===== src/rtl/csr_trap_sequencer_if.sv =====
// Bundle of signals between the decode/execute stage, the CSR register file
// and the trap sequencer. The sequencer uses the master view; the core and
// CSR file side (or a testbench standing in for them) uses the slave view.
interface csr_trap_sequencer_if;
  logic        instr_valid;
  logic [31:0] instr;
  logic [31:0] pc;
  logic [31:0] rs1_data;
  logic [31:0] csr_rdata;
  logic        csr_w;
  logic [11:0] csr_addr;
  logic [31:0] csr_wdata;
  logic        rd_we;
  logic [4:0]  rd_addr;
  logic [31:0] rd_data;
  logic        pc_redirect;
  logic [31:0] pc_target;
  logic        busy;

  modport master (
    input  instr_valid, instr, pc, rs1_data, csr_rdata,
    output csr_w, csr_addr, csr_wdata, rd_we, rd_addr, rd_data,
           pc_redirect, pc_target, busy
  );

  modport slave (
    output instr_valid, instr, pc, rs1_data, csr_rdata,
    input  csr_w, csr_addr, csr_wdata, rd_we, rd_addr, rd_data,
           pc_redirect, pc_target, busy
  );
endinterface


===== src/rtl/csr_trap_sequencer.sv =====
// CSR trap sequencer: decodes SYSTEM instructions, performs csrrw/csrrwi in a
// single cycle, and walks the trap-entry / trap-return CSR updates one write
// per cycle through the single CSR register-file port.
module csr_trap_sequencer #(
  parameter logic [11:0] ADDR_MSTATUS  = 12'h000,
  parameter logic [11:0] ADDR_MTVEC    = 12'h005,
  parameter logic [11:0] ADDR_MEPC     = 12'h041,
  parameter logic [11:0] ADDR_MCAUSE   = 12'h042,
  parameter logic [11:0] ADDR_MIP      = 12'h044,
  parameter logic [31:0] CAUSE_ILLEGAL = 32'd2,
  parameter logic [31:0] CAUSE_EBREAK  = 32'd3,
  parameter logic [31:0] CAUSE_ECALL   = 32'd11
) (
  input logic                   clk,
  input logic                   rst_n,
  csr_trap_sequencer_if.master  bus
);

  typedef enum logic [2:0] {
    S_IDLE,
    S_T_EPC,
    S_T_CAUSE,
    S_T_STATUS,
    S_T_VEC,
    S_M_STATUS,
    S_M_EPC
  } state_t;

  state_t      state_q, state_d;
  logic [31:0] epc_q, epc_d;
  logic [31:0] cause_q, cause_d;

  logic [2:0]  funct3;
  logic [11:0] csr_sel;
  logic [4:0]  rd_sel;
  logic [31:0] zimm;
  logic        addr_known;
  logic        is_csr_op;
  logic        is_ecall;
  logic        is_ebreak;
  logic        is_mret;
  logic [31:0] trap_cause;
  logic        unused_opcode;

  logic        csr_w;
  logic [11:0] csr_addr;
  logic [31:0] csr_wdata;
  logic        rd_we;
  logic [4:0]  rd_addr;
  logic [31:0] rd_data;
  logic        pc_redirect;
  logic [31:0] pc_target;
  logic        busy;

  // The opcode field is qualified upstream by instr_valid.
  assign unused_opcode = ^bus.instr[6:0];

  assign funct3  = bus.instr[14:12];
  assign csr_sel = bus.instr[31:20];
  assign rd_sel  = bus.instr[11:7];
  assign zimm    = {27'd0, bus.instr[19:15]};

  // Only the five implemented CSRs may be targeted; anything else traps.
  assign addr_known = (csr_sel == ADDR_MSTATUS) || (csr_sel == ADDR_MTVEC) ||
                      (csr_sel == ADDR_MEPC)    || (csr_sel == ADDR_MCAUSE) ||
                      (csr_sel == ADDR_MIP);
  assign is_csr_op  = ((funct3 == 3'b001) || (funct3 == 3'b101)) && addr_known;
  assign is_ecall   = (funct3 == 3'b000) && (csr_sel == 12'h000);
  assign is_ebreak  = (funct3 == 3'b000) && (csr_sel == 12'h001);
  assign is_mret    = (funct3 == 3'b000) && (csr_sel == 12'h302);
  assign trap_cause = is_ecall  ? CAUSE_ECALL  :
                      is_ebreak ? CAUSE_EBREAK : CAUSE_ILLEGAL;

  // State register plus the pc and cause captured when a trap is accepted.
  always_ff @(posedge clk or negedge rst_n) begin
    if (!rst_n) begin
      state_q <= S_IDLE;
      epc_q   <= '0;
      cause_q <= '0;
    end else begin
      state_q <= state_d;
      epc_q   <= epc_d;
      cause_q <= cause_d;
    end
  end

  // Next-state and port outputs; each sequencing state owns the CSR port.
  always_comb begin
    state_d     = state_q;
    epc_d       = epc_q;
    cause_d     = cause_q;
    csr_w       = 1'b0;
    csr_addr    = '0;
    csr_wdata   = '0;
    rd_we       = 1'b0;
    rd_addr     = '0;
    rd_data     = '0;
    pc_redirect = 1'b0;
    pc_target   = '0;
    busy        = 1'b0;
    case (state_q)
      S_IDLE: begin
        if (bus.instr_valid) begin
          if (is_csr_op) begin
            csr_w     = 1'b1;
            csr_addr  = csr_sel;
            csr_wdata = funct3[2] ? zimm : bus.rs1_data;
            rd_addr   = rd_sel;
            rd_data   = bus.csr_rdata;
            rd_we     = (rd_sel != 5'd0);
          end else if (is_mret) begin
            busy    = 1'b1;
            state_d = S_M_STATUS;
          end else begin
            busy    = 1'b1;
            epc_d   = bus.pc;
            cause_d = trap_cause;
            state_d = S_T_EPC;
          end
        end
      end
      S_T_EPC: begin
        busy      = 1'b1;
        csr_w     = 1'b1;
        csr_addr  = ADDR_MEPC;
        csr_wdata = epc_q;
        state_d   = S_T_CAUSE;
      end
      S_T_CAUSE: begin
        busy      = 1'b1;
        csr_w     = 1'b1;
        csr_addr  = ADDR_MCAUSE;
        csr_wdata = cause_q;
        state_d   = S_T_STATUS;
      end
      S_T_STATUS: begin
        busy         = 1'b1;
        csr_w        = 1'b1;
        csr_addr     = ADDR_MSTATUS;
        csr_wdata    = bus.csr_rdata;
        csr_wdata[7] = bus.csr_rdata[3];
        csr_wdata[3] = 1'b0;
        state_d      = S_T_VEC;
      end
      S_T_VEC: begin
        busy        = 1'b1;
        csr_addr    = ADDR_MTVEC;
        pc_redirect = 1'b1;
        pc_target   = {bus.csr_rdata[31:2], 2'b00};
        state_d     = S_IDLE;
      end
      S_M_STATUS: begin
        busy         = 1'b1;
        csr_w        = 1'b1;
        csr_addr     = ADDR_MSTATUS;
        csr_wdata    = bus.csr_rdata;
        csr_wdata[3] = bus.csr_rdata[7];
        csr_wdata[7] = 1'b1;
        state_d      = S_M_EPC;
      end
      S_M_EPC: begin
        busy        = 1'b1;
        csr_addr    = ADDR_MEPC;
        pc_redirect = 1'b1;
        pc_target   = {bus.csr_rdata[31:2], 2'b00};
        state_d     = S_IDLE;
      end
      default: state_d = S_IDLE;
    endcase
  end

  assign bus.csr_w       = csr_w;
  assign bus.csr_addr    = csr_addr;
  assign bus.csr_wdata   = csr_wdata;
  assign bus.rd_we       = rd_we;
  assign bus.rd_addr     = rd_addr;
  assign bus.rd_data     = rd_data;
  assign bus.pc_redirect = pc_redirect;
  assign bus.pc_target   = pc_target;
  assign bus.busy        = busy;

endmodule


===== src/flat_wrapper.sv =====
// flat-port wrapper written by rule: the top's interface ports become plain ports
module csr_trap_sequencer_flat 
#(
  parameter logic [11:0] ADDR_MSTATUS  = 12'h000,
  parameter logic [11:0] ADDR_MTVEC    = 12'h005,
  parameter logic [11:0] ADDR_MEPC     = 12'h041,
  parameter logic [11:0] ADDR_MCAUSE   = 12'h042,
  parameter logic [11:0] ADDR_MIP      = 12'h044,
  parameter logic [31:0] CAUSE_ILLEGAL = 32'd2,
  parameter logic [31:0] CAUSE_EBREAK  = 32'd3,
  parameter logic [31:0] CAUSE_ECALL   = 32'd11
)
  (clk, rst_n, bus_instr_valid, bus_instr, bus_pc, bus_rs1_data, bus_csr_rdata, bus_csr_w, bus_csr_addr, bus_csr_wdata, bus_rd_we, bus_rd_addr, bus_rd_data, bus_pc_redirect, bus_pc_target, bus_busy);
  csr_trap_sequencer_if bus_i ();
  input logic clk;
  input logic rst_n;
  input wire logic [$bits(bus_i.instr_valid)-1:0] bus_instr_valid;
  input wire logic [$bits(bus_i.instr)-1:0] bus_instr;
  input wire logic [$bits(bus_i.pc)-1:0] bus_pc;
  input wire logic [$bits(bus_i.rs1_data)-1:0] bus_rs1_data;
  input wire logic [$bits(bus_i.csr_rdata)-1:0] bus_csr_rdata;
  output wire logic [$bits(bus_i.csr_w)-1:0] bus_csr_w;
  output wire logic [$bits(bus_i.csr_addr)-1:0] bus_csr_addr;
  output wire logic [$bits(bus_i.csr_wdata)-1:0] bus_csr_wdata;
  output wire logic [$bits(bus_i.rd_we)-1:0] bus_rd_we;
  output wire logic [$bits(bus_i.rd_addr)-1:0] bus_rd_addr;
  output wire logic [$bits(bus_i.rd_data)-1:0] bus_rd_data;
  output wire logic [$bits(bus_i.pc_redirect)-1:0] bus_pc_redirect;
  output wire logic [$bits(bus_i.pc_target)-1:0] bus_pc_target;
  output wire logic [$bits(bus_i.busy)-1:0] bus_busy;
  assign bus_i.instr_valid = bus_instr_valid;
  assign bus_i.instr = bus_instr;
  assign bus_i.pc = bus_pc;
  assign bus_i.rs1_data = bus_rs1_data;
  assign bus_i.csr_rdata = bus_csr_rdata;
  assign bus_csr_w = bus_i.csr_w;
  assign bus_csr_addr = bus_i.csr_addr;
  assign bus_csr_wdata = bus_i.csr_wdata;
  assign bus_rd_we = bus_i.rd_we;
  assign bus_rd_addr = bus_i.rd_addr;
  assign bus_rd_data = bus_i.rd_data;
  assign bus_pc_redirect = bus_i.pc_redirect;
  assign bus_pc_target = bus_i.pc_target;
  assign bus_busy = bus_i.busy;
  csr_trap_sequencer #(.ADDR_MSTATUS(ADDR_MSTATUS), .ADDR_MTVEC(ADDR_MTVEC), .ADDR_MEPC(ADDR_MEPC), .ADDR_MCAUSE(ADDR_MCAUSE), .ADDR_MIP(ADDR_MIP), .CAUSE_ILLEGAL(CAUSE_ILLEGAL), .CAUSE_EBREAK(CAUSE_EBREAK), .CAUSE_ECALL(CAUSE_ECALL)) u_core (.clk(clk), .rst_n(rst_n), .bus(bus_i));
endmodule

===== config.mk =====
export PLATFORM = sky130hd
export DESIGN_NAME = csr_trap_sequencer_flat
export DESIGN_NICKNAME = d
export VERILOG_FILES = /design/src/rtl/csr_trap_sequencer_if.sv /design/src/rtl/csr_trap_sequencer.sv /design/src/flat_wrapper.sv
export SDC_FILE = /design/constraint.sdc
export NUM_CORES = 1
export LEC_CHECK = 0
export CORE_MARGIN = 3
export CORE_UTILIZATION = 30
export DETAILED_ROUTE_END_ITERATION = 12
export PLACE_DENSITY = 0.79
export SLEW_MARGIN = 25
export SYNTH_ARGS = -nofsm -noshare
export SYNTH_HDL_FRONTEND = slang
export SYNTH_SLANG_ARGS = --single-unit

===== constraint.sdc =====
create_clock -name clk -period 1.86 [get_ports clk]
set_input_delay 0.186 -clock clk [delete_from_list [all_inputs] [get_ports clk]]
set_output_delay 0.186 -clock clk [all_outputs]
set_load 0.02 [all_outputs]

==> results_dict.tcl, run 1 <==
set metrics [dict create \
    fin_crit_sh 1.22 \
    drive_above_1_share 0.484 \
    p_per_area_mw_per_mm2 1270 \
    final_common_cell "clkdlybuf4s50_1" \
    path_cells "nor2_4 > nand3b_1 > or2b_4 > nor3b_4 > buf_12 > buf_12 > a22o_4 > buf_6" \
    min-delay-path-class "input port to asynchronous set/reset pin" \
    p_int_w 0.00523 \
    std_cell_rows 35 \
    setup_violations 111 \
    fillers 688 \
    required_ns 1.67 \
    ctsLongestPathBuffers 2 \
    avgSynthCellArea_sq_um 9.53 \
    drt_iter0_drc 152 \
    numCtsBuffers 5 \
    cpMaxStageDelayCell "dfrtp_1" \
    clk_pin_slew_worst_paths_ns 0.07 \
    track_usage 0.249 \
    violations "negative setup slack" \
    end_kind "output pin" \
    clockPowerShare 0.063 \
    ys_seq_elements 38 \
    core_area_sq_mm 0.00946 \
    ys_seq_area_frac 0.318 \
    gp_congestion 0.813 \
    route.detailed.drc 0 \
    grt_max_degree 39 \
    crit_arrival_ns 2.08 \
    path_class "flip-flop to output pin" \
    power_switching_w 0.00339 \
    fmax_mhz 441 \
    dp_hpwl_um 9780 \
    hold_viol 0 \
    avgViaCountPerCell 5.14 \
    grt_pass1_vias 4095 \
    cts_max_level 2 \
    fin_nets 726 \
    synth_edf_count 0 \
    grt_pass1_wl_um 22200 \
    total_power_w 0.00862 \
    area_growth_pct 128 \
    final_cell_mix "109 x clkdlybuf4s50_1, 74 x buf_4, 54 x buf_6" \
    firstDrtPassIters 4 \
    root_buffer "clkbuf_8" \
    crit_top_cell "buf_12" \
    worst_slew_pin_slew_ns 0.890 \
    ys_types 43 \
    ant_nets 0 \
    seqPwrFrac 0.172 \
    finalMaxSlewViolations 0 \
    place_inst 677 \
    p_sw_frac 0.393 \
    drv_cap 0 \
    start_kind "flip-flop" \
    critPathBufInv 3 \
    multi_input_area_sq_mm 0.00237 \
    min_period_ns 2.27 \
    worst_skew_pair.late_latency_ns 0.28 \
    gr-total-overflow 0 \
    layout_setup_ws_ns -0.407 \
    rsz0062_at_grt "true" \
    p_leak_nw 3.20 \
    netlist_instances 314 \
    max-slew-margin-rel 0.407 \
    cts_tree "yes" \
    num_antenna_cells 0 \
    ir_drop_mv 0.803 \
    antenna_found_initial 0 \
    ys_warn_count 0 \
    outcome "finished, violations left" \
    wire_per_inst_um 20.5 \
    netlist_area_sq_mm 0.00299 \
    wl_um 14800 \
    skew_ns 0.00580 \
    regArea_sq_um 951 \
    start_util 0.316 \
    dieArea_sq_mm 0.0112 \
    final_cells 724 \
    fp.dieH_um 106 \
    async_flop_share 1.00 \
    ys.flop_type "dfrtp_1" \
    vias 3723 \
    pin_count 248 \
    crit_fanout 6 \
    comb_power_share 0.764 \
    die_width_um 106 \
    cp_slowest_stage_delay_ns 0.41 \
    ff2ff_setup_slack_ns -0.17 \
    cts_sinks 38 \
    portBuffers 230 \
    cpLargestDelayFamily "simple AND/OR/NAND/NOR gates" \
]
## sequential cells by signal, summed over array words and instances, names as in the netlist
name            flops
u_core.state_q      3
u_core.epc_q       32
u_core.cause_q      3
## kinds of logic after synthesis
logic type	share of synthesized area
and+or+nand+nor	0.219
AOI/OAI and AO/OA	0.218
buffers and inverters	0.0878
muxes	0.148
DFF	0.318
xor gates and xnor gates	0.00878
other	0.00125
## routing by layer
metal  GRT usage  vias to the layer above  share of wire
met1       0.287                     1806           0.37
met2       0.459                      197           0.53
met3      0.0527                       32          0.073
met4      0.0759                        0          0.024
met5           0                        -              0
li1            -                     1688              -
## timing repair
action                                  4_1_cts  5_1_grt
hold buffers                                  0        0
hold endpoints to repair                      0        0
buffers inserted                             26        6
gates resized for setup                     617       21
endpoints found under the setup margin      143      142
pin swaps                                    21        9
gates cloned                                 10        1
## synthesized netlist by cell type (2+ instances only)
library cell,n,area share
mux2_1,11,0.041
a311o_1,2,0.0067
nand2_1,5,0.0063
a22o_2,2,0.0067
a22o_1,26,0.076
or2_2,2,0.0042
buf_6,6,0.023
nor4_1,2,0.0042
mux2i_1,7,0.023
buf_2,5,0.0084
o2bb2ai_1,2,0.0059
nor3_1,5,0.0084
nor2b_1,3,0.0063
clkbuf_1,16,0.020
a22oi_1,2,0.0050
mux2_2,22,0.083
a21o_1,22,0.055
xnor2_1,3,0.0088
inv_1,5,0.0063
nand3_1,4,0.0067
o221ai_1,3,0.0088
a21o_2,6,0.018
dfrtp_1,38,0.32
nor2_1,12,0.015
a21oi_1,6,0.010
buf_4,11,0.028
and3_1,38,0.079
and2_1,30,0.063
o21ai_0,3,0.0050
nand2b_1,2,0.0042
## power by group through the flow
stage	registers, W	logic, W	clock network, W
6_report	0.00148	0.00659	0.000546
5_1_grt	0.00153	0.00691	0.000597
3_3_place_gp	0.00144	0.00536	0
3_5_place_dp	0.00146	0.00544	0
2_1_floorplan	0.00136	0.00332	0
4_1_cts	0.00147	0.00645	0.000564
## path summary, 6_finish.rpt
| kind | startpoint | cells after the start | to |
|---|---|---|---|
| max | u_core.state_q[1] | 8 | bus_csr_wdata[7] |
| min | rst_n | 1 | u_core.cause_q[0] |
| max reg2reg | u_core.state_q[1] | 9 | u_core.epc_q[9] |
| min reg2reg | u_core.cause_q[1] | 1 | u_core.cause_q[1] |
| max in group asynchronous | rst_n | 1 | u_core.epc_q[11] |
| min in group clk | bus_instr[26] | 4 | u_core.cause_q[0] |
## metrics by stage
step                      hold slack, ns  cell area (sq um)  TNS [ns]   util  setup WS [ns]
after floorplan                   -0.110               3280     -1.50      -        -0.0748
after global placement             0.339               5820    -89.93  0.615         -0.906
after detailed placement           0.356               5820    -97.68  0.615         -0.994
after CTS                         0.0469               6750    -24.07  0.713         -0.429
after global routing              0.0889               6810    -43.36  0.720         -0.489
final                             0.0105               6810    -33.08  0.720         -0.407
## cell type report
cell class                 instances  share of cell area
clock buffer                       6              0.0107
clock inverter                     1             0.00110
inverter                           5             0.00276
multi-input combinational        241               0.348
sequential                        38               0.140
tap                              129              0.0237
timing repair buffer             304               0.474
Note: power is estimated with default switching activity, not from simulation.
==> inputs of run 2 (changes only) <==
- CORE_ASPECT_RATIO: not set -> 1.4
- TNS_END_PERCENT: not set -> 50
==> run 2 against run 1 <==
The flow still finishes with violations (negative setup slack). Flip-flop and latch count stayed put. Sequential share of layout area is 0.50 points higher. Clock skew is 0.0042 ns lower. Register-to-register slack worse by 0.07 ns. Sequential power hardly changed. Utilization is 3.3 points lower. Die area is 0.15% higher. Critical path depth is 1 higher. Wire length is 0.70% lower. Maximum frequency is 1.2% lower.
==> results_dict.tcl, run 2 (same netlist as run 1, synthesis figures left out) <==
set metrics [dict create \
    outcome "finished, violations left" \
    violations "negative setup slack" \
    largest_reg_flops 32 \
    numCtsBuffers 5 \
    ant_nets 0 \
    min-delay-path-class "input port to asynchronous set/reset pin" \
    num_antenna_cells 0 \
    firstDrtPassIters 4 \
    fmax_mhz 436 \
    drive_above_1_share 0.494 \
    cpMaxStageDelayCell "dfrtp_1" \
    portBuffers 230 \
    start_util 0.313 \
    total_power_w 0.00824 \
    route.detailed.drc 0 \
    power_switching_w 0.00333 \
    cts_max_level 2 \
    track_usage 0.239 \
    pin_count 248 \
    finalMaxSlewViolations 0 \
    dp_hpwl_um 10100 \
    wl_um 14700 \
    p_leak_nw 3.03 \
    hold_viol 0 \
    wire_per_inst_um 20.5 \
    final_cells 717 \
    layout_setup_ws_ns -0.435 \
    final_cell_mix "107 x clkdlybuf4s50_1, 86 x buf_6, 39 x buf_4" \
    p_per_area_mw_per_mm2 1250 \
    core_area_sq_mm 0.00956 \
    die_width_um 90.4 \
    final_common_cell "clkdlybuf4s50_1" \
    grt_pass1_vias 3951 \
    max-slew-margin-rel 0.393 \
    fin_crit_sh 1.23 \
    postCtsHoldBufs 0 \
    hold_ws_ns 0.0420 \
    clk_pin_slew_worst_paths_ns 0.06 \
    regMostFlops "u_core.epc_q" \
    root_buffer "clkbuf_16" \
    cp_slowest_stage_delay_ns 0.41 \
    ctsLongestPathBuffers 2 \
    std_cell_rows 42 \
    cpLargestDelayFamily "simple AND/OR/NAND/NOR gates" \
    drv_cap 0 \
    crit_arrival_ns 2.11 \
    startpoint "u_core.state_q[1]" \
    ir_drop_mv 0.798 \
    crit_top_cell "buf_6" \
    required_ns 1.67 \
    area_growth_pct 120 \
    fin_nets 716 \
    path_class "flip-flop to output pin" \
    min_period_ns 2.30 \
    end_kind "output pin" \
    start_kind "flip-flop" \
    r2r-start "u_core.state_q[1]" \
    seqPwrFrac 0.179 \
    dpl_worst_slack_ns -1.06 \
    rsz0062_at_grt "true" \
    grt_max_degree 39 \
    dieArea_sq_mm 0.0112 \
    crit_fanout 4 \
    avgViaCountPerCell 5.17 \
    p_int_w 0.00491 \
    gp_congestion 0.852 \
    grt_pass1_wl_um 21100 \
    cts_sinks 38 \
    skew_ns 0.00159 \
    gr-total-overflow 0 \
    worst_skew_pair.late_latency_ns 0.27 \
    cts_tree "yes" \
    comb_power_share 0.724 \
    setup_violations 108 \
    vias 3706 \
    drt_iter0_drc 115 \
    antenna_found_initial 0 \
    critPathBufInv 4 \
    fp.dieH_um 124 \
    place_inst 687 \
    clockPowerShare 0.097 \
    top_regs "u_core.epc_q: 32 flops, u_core.cause_q: 3 flops, u_core.state_q: 3 flops" \
    p_sw_frac 0.404 \
    path_cells "nor2_4 > nand3b_1 > buf_4 > buf_6 > nor2b_4 > buf_6 > and2_4 > a311o_1 > buf_6" \
    worst_slew_pin_slew_ns 0.910 \
]
==> run 2: cell count changes in the layout (fill, tap and decap cells not counted), sizes merged <==
cell and delta:
clkdlybuf4s50 -2, clkinvlp -1, dlygate4sd2 +5, dlymetal6s2s -3, buf -4, clkinv +2, clkdlybuf4s15 -30, clkbuf +23
==> run 2: per-stage QoR <==
stage          utilization  TNS (ns)  cell area [sq um]
6_report             0.687    -32.44               6570
4_1_cts              0.662    -18.33               6330
3_5_place_dp         0.611    -88.57               5850
5_1_grt              0.687    -40.46               6570
3_3_place_gp         0.611    -84.30               5850
2_1_floorplan            -     -1.50               3280
==> run 2: cell type report <==
type | count | area, sq um
tap | 132 | 165
multi-input combinational | 241 | 2370
timing repair buffer | 294 | 2930
clock inverter | 2 | 10.0
clock buffer | 5 | 125
inverter | 5 | 18.8
fill | 731 | 2990
sequential | 38 | 951
==> run 2: power groups by stage <==
| stage | logic (W) | clock network, W | registers (W) |
|---|---|---|---|
| 2_1_floorplan | 0.00332 | 0 | 0.00136 |
| 3_3_place_gp | 0.00543 | 0 | 0.00145 |
| 3_5_place_dp | 0.00552 | 0 | 0.00146 |
| 4_1_cts | 0.00573 | 0.000830 | 0.00145 |
| 5_1_grt | 0.00629 | 0.000859 | 0.00150 |
| 6_report | 0.00596 | 0.000801 | 0.00147 |
==> run 2: metal layers <==
layer	part of all wire	up-vias	track usage
met5	0	-	0
met2	0.57	180	0.458
met1	0.36	1841	0.255
met3	0.060	16	0.0556
li1	-	1669	-
met4	0.014	0	0.0891
==> run 2: final timing paths <==
check | to | slack (ns) | depth (start not counted)
min in group clk | u_core.cause_q[3] | 0.37 | 4
min | u_core.epc_q[15] | 0.04 | 1
max | bus_csr_addr[0] | -0.44 | 9
max in group asynchronous | u_core.epc_q[23] | 1.24 | 1
min reg2reg | u_core.epc_q[27] | 0.49 | 1
max reg2reg | u_core.epc_q[2] | -0.24 | 8
==> run 2: repair_timing <==
| item | 4_1_cts | 5_1_grt |
|---|---|---|
| gates cloned | 5 | 3 |
| gates resized for setup | 541 | 132 |
| setup endpoints to repair | 140 | 138 |
| buffers inserted | 15 | 5 |
| pin swaps | 15 | 24 |
==> inputs of run 3 (changes only) <==
- CORE_MARGIN: 3 -> 5
==> run 3 against run 2 <==
The run still ends with negative setup slack left. Wire length shrank 1.8%. Clock power rose by 3.7%. Setup slack improved by 0.11 ns. Count of clock-buffer cells in the layout increased by 1. Largest power group unchanged.
==> results_dict.tcl, run 3 (same netlist as run 1, synthesis figures left out) <==
set metrics [dict create \
    outcome "finished, violations left" \
    violations "negative setup slack" \
    gp_congestion 0.889 \
    clockPowerShare 0.103 \
    p_sw_frac 0.402 \
    path_cells "nor2_4 > nand3b_1 > or2b_1 > nor3b_4 > buf_6 > buf_12 > a22o_4 > buf_6" \
    wl_met3_um 1160 \
    p_leak_nw 3.06 \
    place_inst 689 \
    largest_reg_flops 32 \
    cp_slowest_stage_delay_ns 0.42 \
    ant_nets 0 \
    rsz0062_at_grt "true" \
    cpLargestDelayFamily "simple AND/OR/NAND/NOR gates" \
    crit_top_cell "buf_6" \
    hold_ws_ns 0.393 \
    final_common_cell "clkdlybuf4s50_1" \
    worst_skew_pair.late_latency_ns 0.28 \
    die_width_um 94.4 \
    drive_above_1_share 0.451 \
    min_period_ns 2.18 \
    clk_pin_slew_worst_paths_ns 0.06 \
    setup_violations 98 \
    power_switching_w 0.00325 \
    gr-total-overflow 0 \
    antenna_found_initial 0 \
    core_area_sq_mm 0.00985 \
    drt_iter0_drc 91 \
    p_per_area_mw_per_mm2 1270 \
    fin_crit_sh 1.17 \
    required_ns 1.67 \
    firstDrtPassIters 4 \
    seqPwrFrac 0.180 \
    ir_drop_mv 0.890 \
    hold_viol 0 \
    final_cells 720 \
    route.detailed.drc 0 \
    top_regs "u_core.epc_q: 32 flops, u_core.cause_q: 3 flops, u_core.state_q: 3 flops" \
    wl_met1_um 5080 \
    wl_met2_um 7860 \
    fillers 820 \
    cpMaxStageDelayCell "dfrtp_1" \
    critPathBufInv 3 \
    fmax_mhz 459 \
    grt_pass1_vias 3950 \
    comb_power_share 0.717 \
    finalMaxSlewViolations 0 \
    skew_ns 0.00368 \
    dp_hpwl_um 10600 \
    stdcell_area_sq_mm 0.00637 \
    portBuffers 230 \
    root_buffer "clkbuf_16" \
    cts_tree "yes" \
    crit_fanout 7 \
    fp.dieH_um 128 \
    grt_pass1_wl_um 21100 \
    start_kind "flip-flop" \
    topRoutingLayerUsed "met4" \
    area_growth_pct 113 \
    finalSetupTns_ns -18.31 \
    cts_max_level 2 \
    fin_util 0.647 \
    layout_setup_ws_ns -0.321 \
    p_int_w 0.00484 \
    path_class "flip-flop to output pin" \
    drv_cap 0 \
    fin_nets 717 \
    regMostFlops "u_core.epc_q" \
    crit_arrival_ns 1.99 \
    start_util 0.304 \
    place_area_sq_mm 0.00588 \
    final_cell_mix "108 x clkdlybuf4s50_1, 74 x buf_4, 41 x buf_6" \
    vias 3652 \
    dieArea_sq_mm 0.0121 \
    pin_count 248 \
    min-delay-path-class "input port to flip-flop" \
    std_cell_rows 43 \
    end_kind "output pin" \
    cts_sinks 38 \
    numCtsBuffers 5 \
    wl_um 14500 \
    avgViaCountPerCell 5.07 \
    wire_per_inst_um 20.1 \
    ctsLongestPathBuffers 2 \
    track_usage 0.227 \
    num_antenna_cells 0 \
    grt_max_degree 24 \
]
## run 3: worst paths after layout
| path | to | depth (start not counted) | slack [ns] | startpoint |
|---|---|---|---|---|
| worst max register to register | u_core.epc_q[20] | 6 | 0.01 | u_core.state_q[1] |
| worst max-delay path | bus_csr_wdata[7] | 8 | -0.32 | u_core.state_q[1] |
| worst min-delay path | u_core.cause_q[3] | 4 | 0.39 | bus_instr[22] |
| min in group asynchronous | u_core.epc_q[0] | 2 | 0.40 | rst_n |
| worst min register to register | u_core.epc_q[0] | 1 | 0.48 | u_core.epc_q[0] |
| max in group asynchronous | u_core.epc_q[5] | 3 | 0.80 | rst_n |
## run 3: tightest hold or removal path, stage by stage
cell       delay [ns]
buf_4            0.14
buf_4            0.13
nor4_1           0.06
o2bb2ai_1        0.11
## run 3: repair_timing
item | in CTS | in global routing
pin swaps | 17 | 7
gates resized for setup | 478 | 102
buffers inserted | 12 | 6
hold endpoints to repair | 19 | 0
cloned | 5 | 2
hold buffers | 1 | 0
setup endpoints to repair | 143 | 139
## run 3: power by group through the flow
stage | logic [W] | clock network (W) | registers (W)
final | 0.00581 | 0.000831 | 0.00146
after CTS | 0.00575 | 0.000851 | 0.00145
after global placement | 0.00542 | 0 | 0.00144
after detailed placement | 0.00551 | 0 | 0.00146
after floorplan | 0.00332 | 0 | 0.00136
after global routing | 0.00614 | 0.000888 | 0.00151
## run 3: per-layer routing
metal | vias to the layer above | global-route usage
li1 | 1667 | -
met1 | 1787 | 0.245
met2 | 169 | 0.426
met3 | 29 | 0.0540
met4 | 0 | 0.0740
met5 | - | 0
## run 3: stage by stage
stage	setup slack, ns	total power (W)
after floorplan	-0.0748	0.00468
after global placement	-1.03	0.00686
after detailed placement	-1.05	0.00697
after CTS	-0.306	0.00806
after global routing	-0.372	0.00854
final	-0.321	0.00810
## run 3: layout make-up
| cell class | instances | area [sq um] | share of cell area |
|---|---|---|---|
| Sequential cell | 38 | 951 | 0.149 |
| Multi-Input combinational cell | 241 | 2220 | 0.349 |
| Tap cell | 135 | 169 | 0.0265 |
| Clock buffer | 6 | 139 | 0.0218 |
| Timing Repair Buffer | 295 | 2870 | 0.451 |
| Inverter | 5 | 18.8 | 0.00295 |
